$ cat src/rtl/ll_walk_resp_if.sv
// Bundle for the linked-list walk responder: request strobes, table writes, result strobe.
// Defining LL_WALK_SUM_EN adds the out_sum result field.
interface ll_walk_resp_if #(
    parameter int unsigned PTR_W = 4
);
    logic [PTR_W-1:0]   in_ptr;
    logic               in_ptr_vld;
    logic               wr_en;
    logic [PTR_W-1:0]   wr_addr;
    logic [PTR_W-1:0]   wr_next;
    logic [PTR_W-1:0]   out_head;
    logic [PTR_W-1:0]   out_tail;
    logic [PTR_W-1:0]   out_len;
    logic               out_err;
    logic               out_vld;
    logic               busy;
    logic               ovf;
`ifdef LL_WALK_SUM_EN
    logic [2*PTR_W-1:0] out_sum;
`endif

    modport master (
        output in_ptr, in_ptr_vld, wr_en, wr_addr, wr_next,
        input
`ifdef LL_WALK_SUM_EN
              out_sum,
`endif
              out_head, out_tail, out_len, out_err, out_vld, busy, ovf
    );

    modport slave (
        input  in_ptr, in_ptr_vld, wr_en, wr_addr, wr_next,
        output
`ifdef LL_WALK_SUM_EN
               out_sum,
`endif
               out_head, out_tail, out_len, out_err, out_vld, busy, ovf
    );
endinterface

$ cat src/rtl/ll_walk_resp.sv
// Linked-list walk responder: FIFOs head pointers, walks the next-pointer table to NIL.
// Optional LL_WALK_SUM_EN adds a per-walk sum of visited node indices (out_sum).
module ll_walk_resp #(
    parameter int unsigned PTR_W      = 4,
    parameter int unsigned FIFO_DEPTH = 4,
    parameter int unsigned MAX_HOPS   = (1 << PTR_W) - 1
) (
    input logic           clk,
    input logic           rst,
    ll_walk_resp_if.slave bus
);
    localparam int unsigned AW    = $clog2(FIFO_DEPTH);
    localparam int unsigned NODES = 1 << PTR_W;
    localparam logic [PTR_W-1:0] NIL = '1;

    localparam logic [1:0] IDLE = 2'd0;
    localparam logic [1:0] WALK = 2'd1;
    localparam logic [1:0] DONE = 2'd2;

    // Entry NIL is held at NIL and never written, so it is never a valid hop.
    logic [PTR_W-1:0] tbl [NODES];
    logic [PTR_W-1:0] fifo_mem [FIFO_DEPTH];
    logic [AW-1:0]    wr_ptr_q, rd_ptr_q;
    logic [AW:0]      cnt_q;
    logic             ovf_q;
    logic             push, pop, empty, full;

    logic [1:0]       state_q, state_d;
    logic [PTR_W-1:0] head_q, head_d, cur_q, cur_d, len_q, len_d, len_inc, nxt;
    logic [PTR_W-1:0] out_head_q, out_head_d, out_tail_q, out_tail_d, out_len_q, out_len_d;
    logic             out_err_q, out_err_d;
`ifdef LL_WALK_SUM_EN
    logic [2*PTR_W-1:0] sum_q, sum_d, out_sum_q, out_sum_d;
`endif

    assign empty   = (cnt_q == '0);
    assign full    = (cnt_q == (AW+1)'(FIFO_DEPTH));
    assign push    = bus.in_ptr_vld && (!full || pop);
    assign nxt     = tbl[cur_q];
    assign len_inc = len_q + PTR_W'(1);

    always_ff @(posedge clk) begin
        if (rst) begin
            for (int i = 0; i < NODES; i++) begin
                tbl[i] <= (i >= NODES - 2) ? NIL : PTR_W'(i + 1);
            end
        end else if (bus.wr_en && bus.wr_addr != NIL) begin
            tbl[bus.wr_addr] <= bus.wr_next;
        end
    end

    always_ff @(posedge clk) begin
        if (push) fifo_mem[wr_ptr_q] <= bus.in_ptr;
    end

    always_ff @(posedge clk) begin
        if (rst) begin
            wr_ptr_q <= '0;
            rd_ptr_q <= '0;
            cnt_q    <= '0;
            ovf_q    <= 1'b0;
        end else begin
            if (push) wr_ptr_q <= wr_ptr_q + AW'(1);
            if (pop)  rd_ptr_q <= rd_ptr_q + AW'(1);
            if (push && !pop)      cnt_q <= cnt_q + (AW+1)'(1);
            else if (pop && !push) cnt_q <= cnt_q - (AW+1)'(1);
            if (bus.in_ptr_vld && !push) ovf_q <= 1'b1;
        end
    end

    always_comb begin
        state_d    = state_q;
        head_d     = head_q;
        cur_d      = cur_q;
        len_d      = len_q;
        out_head_d = out_head_q;
        out_tail_d = out_tail_q;
        out_len_d  = out_len_q;
        out_err_d  = out_err_q;
`ifdef LL_WALK_SUM_EN
        sum_d      = sum_q;
        out_sum_d  = out_sum_q;
`endif
        pop        = 1'b0;
        unique case (state_q)
            IDLE: begin
                if (!empty) begin
                    pop    = 1'b1;
                    head_d = fifo_mem[rd_ptr_q];
                    cur_d  = fifo_mem[rd_ptr_q];
                    len_d  = '0;
`ifdef LL_WALK_SUM_EN
                    sum_d  = '0;
`endif
                    if (fifo_mem[rd_ptr_q] == NIL) begin
                        state_d    = DONE;
                        out_head_d = fifo_mem[rd_ptr_q];
                        out_tail_d = NIL;
                        out_len_d  = '0;
                        out_err_d  = 1'b0;
`ifdef LL_WALK_SUM_EN
                        out_sum_d  = '0;
`endif
                    end else begin
                        state_d = WALK;
                    end
                end
            end
            WALK: begin
                len_d = len_inc;
`ifdef LL_WALK_SUM_EN
                sum_d = sum_q + (2*PTR_W)'(cur_q);
`endif
                // NIL check wins over the hop limit: a full-length acyclic list is not an error.
                if (nxt == NIL || len_inc == PTR_W'(MAX_HOPS)) begin
                    state_d    = DONE;
                    out_head_d = head_q;
                    out_tail_d = cur_q;
                    out_len_d  = len_inc;
                    out_err_d  = (nxt != NIL);
`ifdef LL_WALK_SUM_EN
                    out_sum_d  = sum_d;
`endif
                end else begin
                    cur_d = nxt;
                end
            end
            DONE:    state_d = IDLE;
            default: state_d = IDLE;
        endcase
    end

    always_ff @(posedge clk) begin
        if (rst) begin
            state_q    <= IDLE;
            head_q     <= '0;
            cur_q      <= '0;
            len_q      <= '0;
            out_head_q <= '0;
            out_tail_q <= NIL;
            out_len_q  <= '0;
            out_err_q  <= 1'b0;
`ifdef LL_WALK_SUM_EN
            sum_q      <= '0;
            out_sum_q  <= '0;
`endif
        end else begin
            state_q    <= state_d;
            head_q     <= head_d;
            cur_q      <= cur_d;
            len_q      <= len_d;
            out_head_q <= out_head_d;
            out_tail_q <= out_tail_d;
            out_len_q  <= out_len_d;
            out_err_q  <= out_err_d;
`ifdef LL_WALK_SUM_EN
            sum_q      <= sum_d;
            out_sum_q  <= out_sum_d;
`endif
        end
    end

    assign bus.out_head = out_head_q;
    assign bus.out_tail = out_tail_q;
    assign bus.out_len  = out_len_q;
    assign bus.out_err  = out_err_q;
    assign bus.out_vld  = (state_q == DONE);
    assign bus.busy     = (state_q != IDLE) || !empty;
    assign bus.ovf      = ovf_q;
`ifdef LL_WALK_SUM_EN
    assign bus.out_sum  = out_sum_q;
`endif
endmodule
$ cat src/flat_wrapper.sv
// flat-port wrapper written by rule: the top's interface ports become plain ports
module ll_walk_resp_flat 
#(
    parameter int unsigned PTR_W      = 4,
    parameter int unsigned FIFO_DEPTH = 4,
    parameter int unsigned MAX_HOPS   = (1 << PTR_W) - 1
)
  (clk, rst, bus_in_ptr, bus_in_ptr_vld, bus_wr_en, bus_wr_addr, bus_wr_next, bus_out_head, bus_out_tail, bus_out_len, bus_out_err, bus_out_vld, bus_busy, bus_ovf);
  ll_walk_resp_if #(.PTR_W(PTR_W)) bus_i ();
  input logic clk;
  input logic rst;
  input wire logic [$bits(bus_i.in_ptr)-1:0] bus_in_ptr;
  input wire logic [$bits(bus_i.in_ptr_vld)-1:0] bus_in_ptr_vld;
  input wire logic [$bits(bus_i.wr_en)-1:0] bus_wr_en;
  input wire logic [$bits(bus_i.wr_addr)-1:0] bus_wr_addr;
  input wire logic [$bits(bus_i.wr_next)-1:0] bus_wr_next;
  output wire logic [$bits(bus_i.out_head)-1:0] bus_out_head;
  output wire logic [$bits(bus_i.out_tail)-1:0] bus_out_tail;
  output wire logic [$bits(bus_i.out_len)-1:0] bus_out_len;
  output wire logic [$bits(bus_i.out_err)-1:0] bus_out_err;
  output wire logic [$bits(bus_i.out_vld)-1:0] bus_out_vld;
  output wire logic [$bits(bus_i.busy)-1:0] bus_busy;
  output wire logic [$bits(bus_i.ovf)-1:0] bus_ovf;
  assign bus_i.in_ptr = bus_in_ptr;
  assign bus_i.in_ptr_vld = bus_in_ptr_vld;
  assign bus_i.wr_en = bus_wr_en;
  assign bus_i.wr_addr = bus_wr_addr;
  assign bus_i.wr_next = bus_wr_next;
  assign bus_out_head = bus_i.out_head;
  assign bus_out_tail = bus_i.out_tail;
  assign bus_out_len = bus_i.out_len;
  assign bus_out_err = bus_i.out_err;
  assign bus_out_vld = bus_i.out_vld;
  assign bus_busy = bus_i.busy;
  assign bus_ovf = bus_i.ovf;
  ll_walk_resp #(.PTR_W(PTR_W), .FIFO_DEPTH(FIFO_DEPTH), .MAX_HOPS(MAX_HOPS)) u_core (.clk(clk), .rst(rst), .bus(bus_i));
endmodule
$ cat config.mk
export PLATFORM = sky130hd
export DESIGN_NAME = ll_walk_resp_flat
export DESIGN_NICKNAME = d
export VERILOG_FILES = /design/src/rtl/ll_walk_resp_if.sv /design/src/rtl/ll_walk_resp.sv /design/src/flat_wrapper.sv
export SDC_FILE = /design/constraint.sdc
export NUM_CORES = 1
export LEC_CHECK = 0
export CORE_ASPECT_RATIO = 0.5
export CORE_MARGIN = 2
export CORE_UTILIZATION = 27
export CTS_CLUSTER_DIAMETER = 100
export DETAILED_ROUTE_END_ITERATION = 12
export PLACE_DENSITY = 0.42
export SLEW_MARGIN = 20
export SYNTH_ARGS = -nofsm -noshare
export SYNTH_HDL_FRONTEND = slang
export SYNTH_SLANG_ARGS = --single-unit
$ cat constraint.sdc
create_clock -name clk -period 2.7 [get_ports clk]
set_input_delay 0.54 -clock clk [delete_from_list [all_inputs] [get_ports clk]]
set_output_delay 0.54 -clock clk [all_outputs]
set_load 0.02 [all_outputs]
-- Word-level counts from Yosys, hierarchy flattened
Memory sizes are Yosys's and may differ from the RTL's. A register that Yosys moved wholly into a read port is not among the register bits.
Cells that the tools add are included.
- bits in registers: 35
- memory bits (writable): 80
- input port bits: 16
- word-level logic and storage cells: 98
- memories kept: 2
- memory list (name ; depth ; bits a word ; rd ports ; clocked after memory_dff ; write ports ; line ; text):
    u_core.tbl ; 16 ; 4 ; 1 ; 1 ; 16 ; ll_walk_resp.sv:21 ; logic [PTR_W-1:0] tbl [NODES];
    u_core.fifo_mem ; 4 ; 4 ; 1 ; 1 ; 1 ; ll_walk_resp.sv:22 ; logic [PTR_W-1:0] fifo_mem [FIFO_DEPTH];
- add/subtract/negate cells: 5
- equality and inequality tests: 12
- multiplexer cells: 43
- bitwise operators: 1
- reduce and logical (&&, ||, !) cells: 23
- operator list (kind ; count):
    two-way mux 4 bit ; 16
    case mux 4 bit (2 select lines) ; 5
    two-way mux 1 bit ; 13
    equality test 4 bit, second input constant ; 3
    two-way mux 2 bit ; 5
    inequality test 4 bit, second input constant ; 2
    two-way mux 3 bit ; 2
    AND reduction 2 bit ; 3
    nonzero test 2 bit ; 3
    logical AND 1 bit ; 5
    adder 2 x 1 -> 2 bit, second input constant ; 2
    adder 4 x 1 -> 4 bit, second input constant ; 1
    logical NOT 1 bit ; 4
    inequality test 2 x 1 -> 1 bit, second input constant ; 2
    inequality test 2 bit, second input constant ; 2
    case mux 2 bit (2 select lines) ; 1
    AND reduction 4 bit ; 1
    OR reduction 4 bit ; 1
    adder 3 x 1 -> 3 bit, second input constant ; 1
    equality test 3 bit, second input constant ; 1
    logical NOT 3 bit ; 1
    logical OR 1 bit ; 3
    AND reduction 3 bit ; 1
    subtractor 3 x 1 -> 3 bit, second input constant ; 1
    other kinds (5) ; 5

-- Depth between registers and ports, before layout
Gate-level depths: netlist of run 1.
- word-level depth: 9
- mapped depth: 9

-- Least setup slack after synthesis of run 1
OpenSTA, ideal clock, no wires.
- kind: register to register
- start point: register u_core.cnt_q[0]
- end point: register u_core.cnt_q[2]
- setup time: 0.070 ns
- arrival time: 2.523 ns
- slack: 0.106 ns
- cell stages (with the launch flop): 10
- period minus slack after synthesis: 2.594 ns
- path through: dfxtp_1 > nor3_1 > nand2b_1 > clkbuf_1 > ha_1 > inv_1 > fa_1 > xor2_1 > or3_1 > a21oi_1
- cells in the longest elaborated chain, start to end: 8
- elaborated cells between the ends (all ways): 16
- classes of those cells: 2 x add/sub; 1 x eq/ne; 4 x mux; 9 x reduce/logical
- ends and longest elaborated chain (item ; line ; text):
    from (decl) ; ll_walk_resp.sv:24 ; logic [AW:0] cnt_q;
    from (signal assigned) ; ll_walk_resp.sv:65 ; if (push && !pop) cnt_q <= cnt_q + (AW+1)'(1);
    from (signal assigned) ; ll_walk_resp.sv:66 ; else if (pop && !push) cnt_q <= cnt_q - (AW+1)'(1);
    logical NOT 3 bit ; ll_walk_resp.sv:36 ; assign empty = (cnt_q == '0);
    two-way mux 1 bit ; ll_walk_resp.sv:87 ; if (!empty) begin
    two-way mux 1 bit ; ll_walk_resp.sv:85 ; unique case (state_q)
    logical OR 1 bit ; ll_walk_resp.sv:38 ; assign push = bus.in_ptr_vld && (!full || pop);
    logical AND 1 bit ; ll_walk_resp.sv:38 ;
    logical NOT 1 bit ; ll_walk_resp.sv:66 ;
    logical AND 1 bit ; ll_walk_resp.sv:66 ;
    nonzero test 2 bit (no source line) ; -- ;
Several ways; a longest one is shown, not always the timed one. The select of a mux whose other input is x is not followed.
A chain may end at the register's enable or synchronous reset.

==> results of run 1 <==
[registers in the layout, indices dropped and copies added, names as in the netlist, named ones only]
| signal | flops |
|---|---|
| u_core.tbl | 64 |
| u_core.fifo_mem | 16 |
| u_core.bus.out_head | 4 |
| u_core.bus.out_len | 4 |
| u_core.bus.out_tail | 4 |
| u_core.cur_q | 4 |
| u_core.head_q | 4 |
| u_core.len_q | 4 |
| u_core.cnt_q | 3 |
| u_core.rd_ptr_q | 2 |
| u_core.state_q | 2 |
| u_core.wr_ptr_q | 2 |
| u_core.bus.out_err | 1 |
| u_core.bus.ovf | 1 |
[cell families after synthesis]
logic type	after synthesis	share of synthesized area
and+or+nand+nor	188	0.171
DFF	121	0.588
muxes	45	0.130
AOI/OAI and AO/OA	41	0.0523
buffers and inverters	36	0.0285
adders and majority gates	8	0.0196
xor gates and xnor gates	6	0.00959
other	1	0.000684
[power breakdown]
group	leakage, µW	internal (µW)	switching (µW)	total, µW
logic	0.000978	971	1090	2060
clock network	0.000271	1370	811	2180
registers	0.00111	2230	164	2400
total	0.00236	4570	2070	6640
[worst max-delay path: cells and delay by family, from the launching register on]
family	cells	cell delay [ns]
buffers and inverters	1	0.17
AOI/OAI and AO/OA	1	0.28
and+or+nand+nor	2	0.28
DFF	1	0.36
muxes	3	1.12
[how the worst min path moves through the flow]
stage / from / endpoint / slack, ns / depth (start not counted)
after floorplan: u_core.head_q[0] / u_core.head_q[0] / 0.46 / 2
after global placement: u_core.bus.out_head[1] / u_core.bus.out_head[1] / 0.45 / 2
after detailed placement: u_core.bus.out_head[1] / u_core.bus.out_head[1] / 0.46 / 2
after CTS: u_core.bus.out_head[1] / u_core.bus.out_head[1] / 0.46 / 2
after global routing: u_core.bus.out_head[2] / u_core.bus.out_head[2] / 0.48 / 2
final: u_core.bus.out_head[1] / u_core.bus.out_head[1] / 0.46 / 2
[placed cells by master, fill, tap and decap left out, types with 5 or more instances in the layout]
master	instances
nand2_1	38
mux4_2	20
clkbuf_16	17
nand3_1	7
and2_1	14
clkinv_2	5
nor4_1	9
a21o_1	5
and3_1	5
mux2_2	8
nor2_1	54
edfxtp_1	80
ha_1	7
nand2b_1	17
mux2i_1	17
or3_1	16
nor3_1	9
a21oi_1	15
dfxtp_1	41
inv_1	8
nor2b_1	6
or2_2	9
o21ai_0	7
buf_4	16
clkdlybuf4s50_1	30
[per-stage QoR]
step                      instance area (µm²)  utilization  hold slack [ns]  worst slack (ns)  power [µW]
after floorplan                          5490            -            0.464             0.106        3900
after global placement                   6150        0.312            0.449             0.103        4530
after detailed placement                 6150        0.312            0.457            0.0460        4530
after CTS                                6700        0.341            0.465             0.289        6730
after global routing                     6700        0.341            0.484             0.131        7010
final                                    6700        0.341            0.457             0.331        6640
[cell type report]
cell class,count,area (µm²)
flip-flops and latches,121,3220
clock buffers,22,454
inverters,9,33.8
well taps,266,333
clock inverters,10,104
fillers,1928,13000
multi-input cells,292,2110
repair buffers,48,445
[metal layers]
metal,GRT usage,up-vias,wire length [µm],share of wire
li1,-,1708,-,-
met1,0.178,1632,6450,0.51
met2,0.180,53,5320,0.42
met3,0.0384,17,604,0.048
met4,0.0401,0,170,0.014
met5,0,-,0,0
==> impl_metrics.ini, run 1 <==
[finish]
stdcell_count = 768
fin_nets = 513
drive_gt1_frac = 0.171
syn_to_final_growth_pct = 22.4
num_antenna_cells = 0

[sta]
tightest_slew_ns = 0.690
setup_tns_ns = 0
post-route-period-util = 0.877
finalClockSkew_ns = 0.0122
maxSlewViolCount = 0
grt_setup_unrepaired = no
relSlewSlack = 0.538
setup_viol = 0
clock.fmax_mhz = 422
report.final.hold_viol_count = 0
post-route-min-period_ns = 2.37

[setup_path]
critPathArrivalTime_ns = 2.64
cp-end-kind = flop
slowest_delay_ns = 0.53
cp-start-kind = flop
cp_slowest_cell = mux4_2
rr_worst_depth = 7
worstPathRequired_ns = 2.97
rrSetupSlack_ns = 0.33
worst-path-max-fanout = 12
crit_chain = buf_12, mux4_2, mux2_2, and4_4, o221ai_4, mux2i_1, nor2_1
path_class = flop to flop

[synthesis]
synth_top_area_share = 0.438
avgSynthCellArea_um2 = 12.3
synthTopCellsByCount = edfxtp_1, nor2_1, dfxtp_1, nand2_1, clkbuf_1
ys.flop_type = edfxtp_1
ys_ff_latch = 121
yosysTopAreaCell = edfxtp_1
synthCells = 446
ys_types = 41
netlist_area_um2 = 5480
yosysMostFrequentCell = edfxtp_1
ys.warnings.count = 0
synth_top_cells_by_area = edfxtp_1, dfxtp_1, mux4_2
synth_edf_count = 80
synth-async-reset-ratio = 0
ys_seq_area_frac = 0.588

[route]
via_count = 3410
viasPerCell = 4.44
wire_per_inst_um = 16.3
first_pass_iters = 6
totalWireLength_um = 12500
drc_errors = 0
ant_nets = 0
initialDrtViolationCount = 190

[power]
p_leak_uw = 0.00236
p_per_area_nw_per_um2 = 990
ir_drop_uv = 391

[clock_tree]
tritoncts.num_buffers = 17
cts_sinks = 121
cts-root-buf = clkbuf_16
cts_tree = done
cts_resized = 0
clk_pin_slew_worst_paths_ns = 0.06
htreeDepth = 4
clockBufferDepth = 2
hold_buffers = 0
cts_setup_buffers = 0
clock_latency_ns = 0.41

[grt]
grt.overflow.total = 0
grt_start_max_net_pins = 62
first_global_vias = 3410
gr-usage-all-layers = 0.125
grt_pass1_wl_um = 19800
antenna_found_initial = 0

[floorplanning]
dieArea_um2 = 21500
dieHeight_um = 105
fp-row-count = 36
start_util = 0.278
core_area_um2 = 19700
io_pins = 32
dieWidth_um = 205

[outcome]
status = completed

[placement]
hpwlAfterDp_um = 8740
finalWeightedCongestion = 0.729
dp_cells = 736
numPortBuffers = 31

[run]
cap_violations = 0

[hold_path]
hold_path_class = flop to flop
Note: power is estimated with default switching activity, not from simulation.
==> inputs of run 2 (changes only) <==
--- a/config.mk
+++ b/config.mk
@@ -5,12 +5,15 @@
 export SDC_FILE = /design/constraint.sdc
 export NUM_CORES = 1
 export LEC_CHECK = 0
+export ABC_CLOCK_PERIOD_IN_PS = 2700
+export CELL_PAD_IN_SITES_DETAIL_PLACEMENT = 0
+export CELL_PAD_IN_SITES_GLOBAL_PLACEMENT = 1
 export CORE_ASPECT_RATIO = 0.5
 export CORE_MARGIN = 2
-export CORE_UTILIZATION = 27
+export CORE_UTILIZATION = 30
 export CTS_CLUSTER_DIAMETER = 100
 export DETAILED_ROUTE_END_ITERATION = 12
-export PLACE_DENSITY = 0.42
+export PLACE_DENSITY = 0.53
 export SLEW_MARGIN = 20
 export SYNTH_ARGS = -nofsm -noshare
 export SYNTH_HDL_FRONTEND = slang
==> impl_metrics.ini, run 2 (same netlist as run 1, synthesis figures left out) <==
[setup_path]
worst-path-max-fanout = 19
cp-end-kind = flop
worstPathRequired_ns = 2.96
slowest_delay_ns = 0.54
cp_slowest_cell = mux4_2
critPathTopFamily = multiplexers
crit_chain = buf_12, mux4_2, mux2_2, and4_4, o221ai_4, buf_12, or3_1, a21oi_1
path_class = flop to flop
crit_buf_inv = 2
cp-start-kind = flop
critPathArrivalTime_ns = 2.67
rrSetupSlack_ns = 0.29
crit_path_frequent_cell = buf_12

[route]
initialDrtViolationCount = 302
via_count = 3455
totalWireLength_um = 12600
drc_errors = 0
wire_per_inst_um = 17.0
first_pass_iters = 4
ant_nets = 0
viasPerCell = 4.67

[finish]
fin_nets = 517
multiInputGateArea_um2 = 2110
final_common_cell = edfxtp_1
fillers = 1722
largest_register_ffs = 64
syn_to_final_growth_pct = 25.0
final_cell_area_um2 = 6850
drive_gt1_frac = 0.184
register_area_um2 = 3220
final_cell_mix = edfxtp_1, nor2_1, dfxtp_1
reg_top3 = u_core.tbl x64, u_core.fifo_mem x16
largest_register = u_core.tbl
post-route-util = 0.389
num_antenna_cells = 0

[floorplanning]
io_pins = 32
dieHeight_um = 99.6
start_util = 0.311
dieArea_um2 = 19400
dieWidth_um = 195
core_area_um2 = 17600
fp-row-count = 34

[sta]
setup_tns_ns = 0
grt_setup_unrepaired = no
relSlewSlack = 0.541
clock.fmax_mhz = 415
post-route-min-period_ns = 2.41
fin_ws_ns = 0.290
finalClockSkew_ns = 0.0105
tightest_slew_ns = 0.689
maxSlewViolCount = 0
post-route-period-util = 0.892
setup_viol = 0
report.final.hold_viol_count = 0

[placement]
finalWeightedCongestion = 0.723
hpwlAfterDp_um = 8650
placedInstanceArea_um2 = 6170
pre_cts_ws_ns = 0.0670
numPortBuffers = 31

[grt]
grt_pass1_wl_um = 20200
gr-usage-all-layers = 0.138
first_global_vias = 3549
grt.overflow.total = 0
grt_start_max_net_pins = 62
antenna_found_initial = 0

[hold_path]
hold_path_class = flop to flop
hp-start = u_core.bus.out_head[2]

[clock_tree]
cts_setup_buffers = 0
clk_pin_slew_worst_paths_ns = 0.06
cts-root-buf = clkbuf_16
cts_resized = 0
clockBufferDepth = 2
htreeDepth = 4
hold_buffers = 0
clock_latency_ns = 0.41
cts_tree = done
tritoncts.num_buffers = 17
cts_sinks = 121

[power]
p_per_area_nw_per_um2 = 1040
ir_drop_uv = 471
p_leak_uw = 0.00244

[outcome]
status = completed

[run]
cap_violations = 0
-- run 2: changes by cell type in the layout (fill, tap and decap cells not counted), sizes merged --
cell / previous run / this run
buf: 18 / 22
clkinvlp: 2 / 1
inv: 8 / 10
clkbuf: 22 / 18
bufinv: 2 / 6
clkinv: 7 / 6
-- run 2: per-layer routing --
metal | track usage | part of all wire | vias up
li1 | - | - | 1708
met1 | 0.196 | 0.51 | 1688
met2 | 0.210 | 0.44 | 55
met3 | 0.0309 | 0.040 | 4
met4 | 0.0452 | 0.0048 | 0
met5 | 0 | 0 | -
-- run 2: final cells by class --
type                            instances  share of cell area
Clock buffer                           18              0.0627
Sequential cell                       121               0.471
Tap cell                              234              0.0428
Clock inverter                         14              0.0356
Timing Repair Buffer                   52              0.0749
Inverter                                9             0.00493
Multi-Input combinational cell        292               0.308
-- run 2: worst reg2reg max path: cells and delay by family (launching register included) --
kind                   cells  cell delay (ns)
muxes                      2             0.86
AOI/OAI and AO/OA          2             0.37
and+or+nand+nor            2             0.34
DFF                        1             0.35
buffers and inverters      2             0.36
-- run 2: worst paths after layout --
kind,to,cells past startpoint
setup / recovery,u_core.bus.out_len[0],8
hold / removal,u_core.bus.out_head[2],2
setup reg to reg,u_core.bus.out_len[0],8
hold reg to reg,u_core.bus.out_head[2],2
-- run 2: where the power goes --
group | switching [µW] | internal (µW) | leakage, µW
Combinational | 1090 | 1020 | 0.00101
Sequential | 169 | 2230 | 0.00111
Clock | 864 | 1740 | 0.000323
-- run 2: stage by stage --
step	cells	power, µW	hold WS, ns
2_1_floorplan	449	3900	0.464
3_3_place_gp	708	4610	0.443
3_5_place_dp	708	4600	0.449
4_1_cts	740	7230	0.457
5_1_grt	740	7510	0.474
6_report	740	7120	0.454
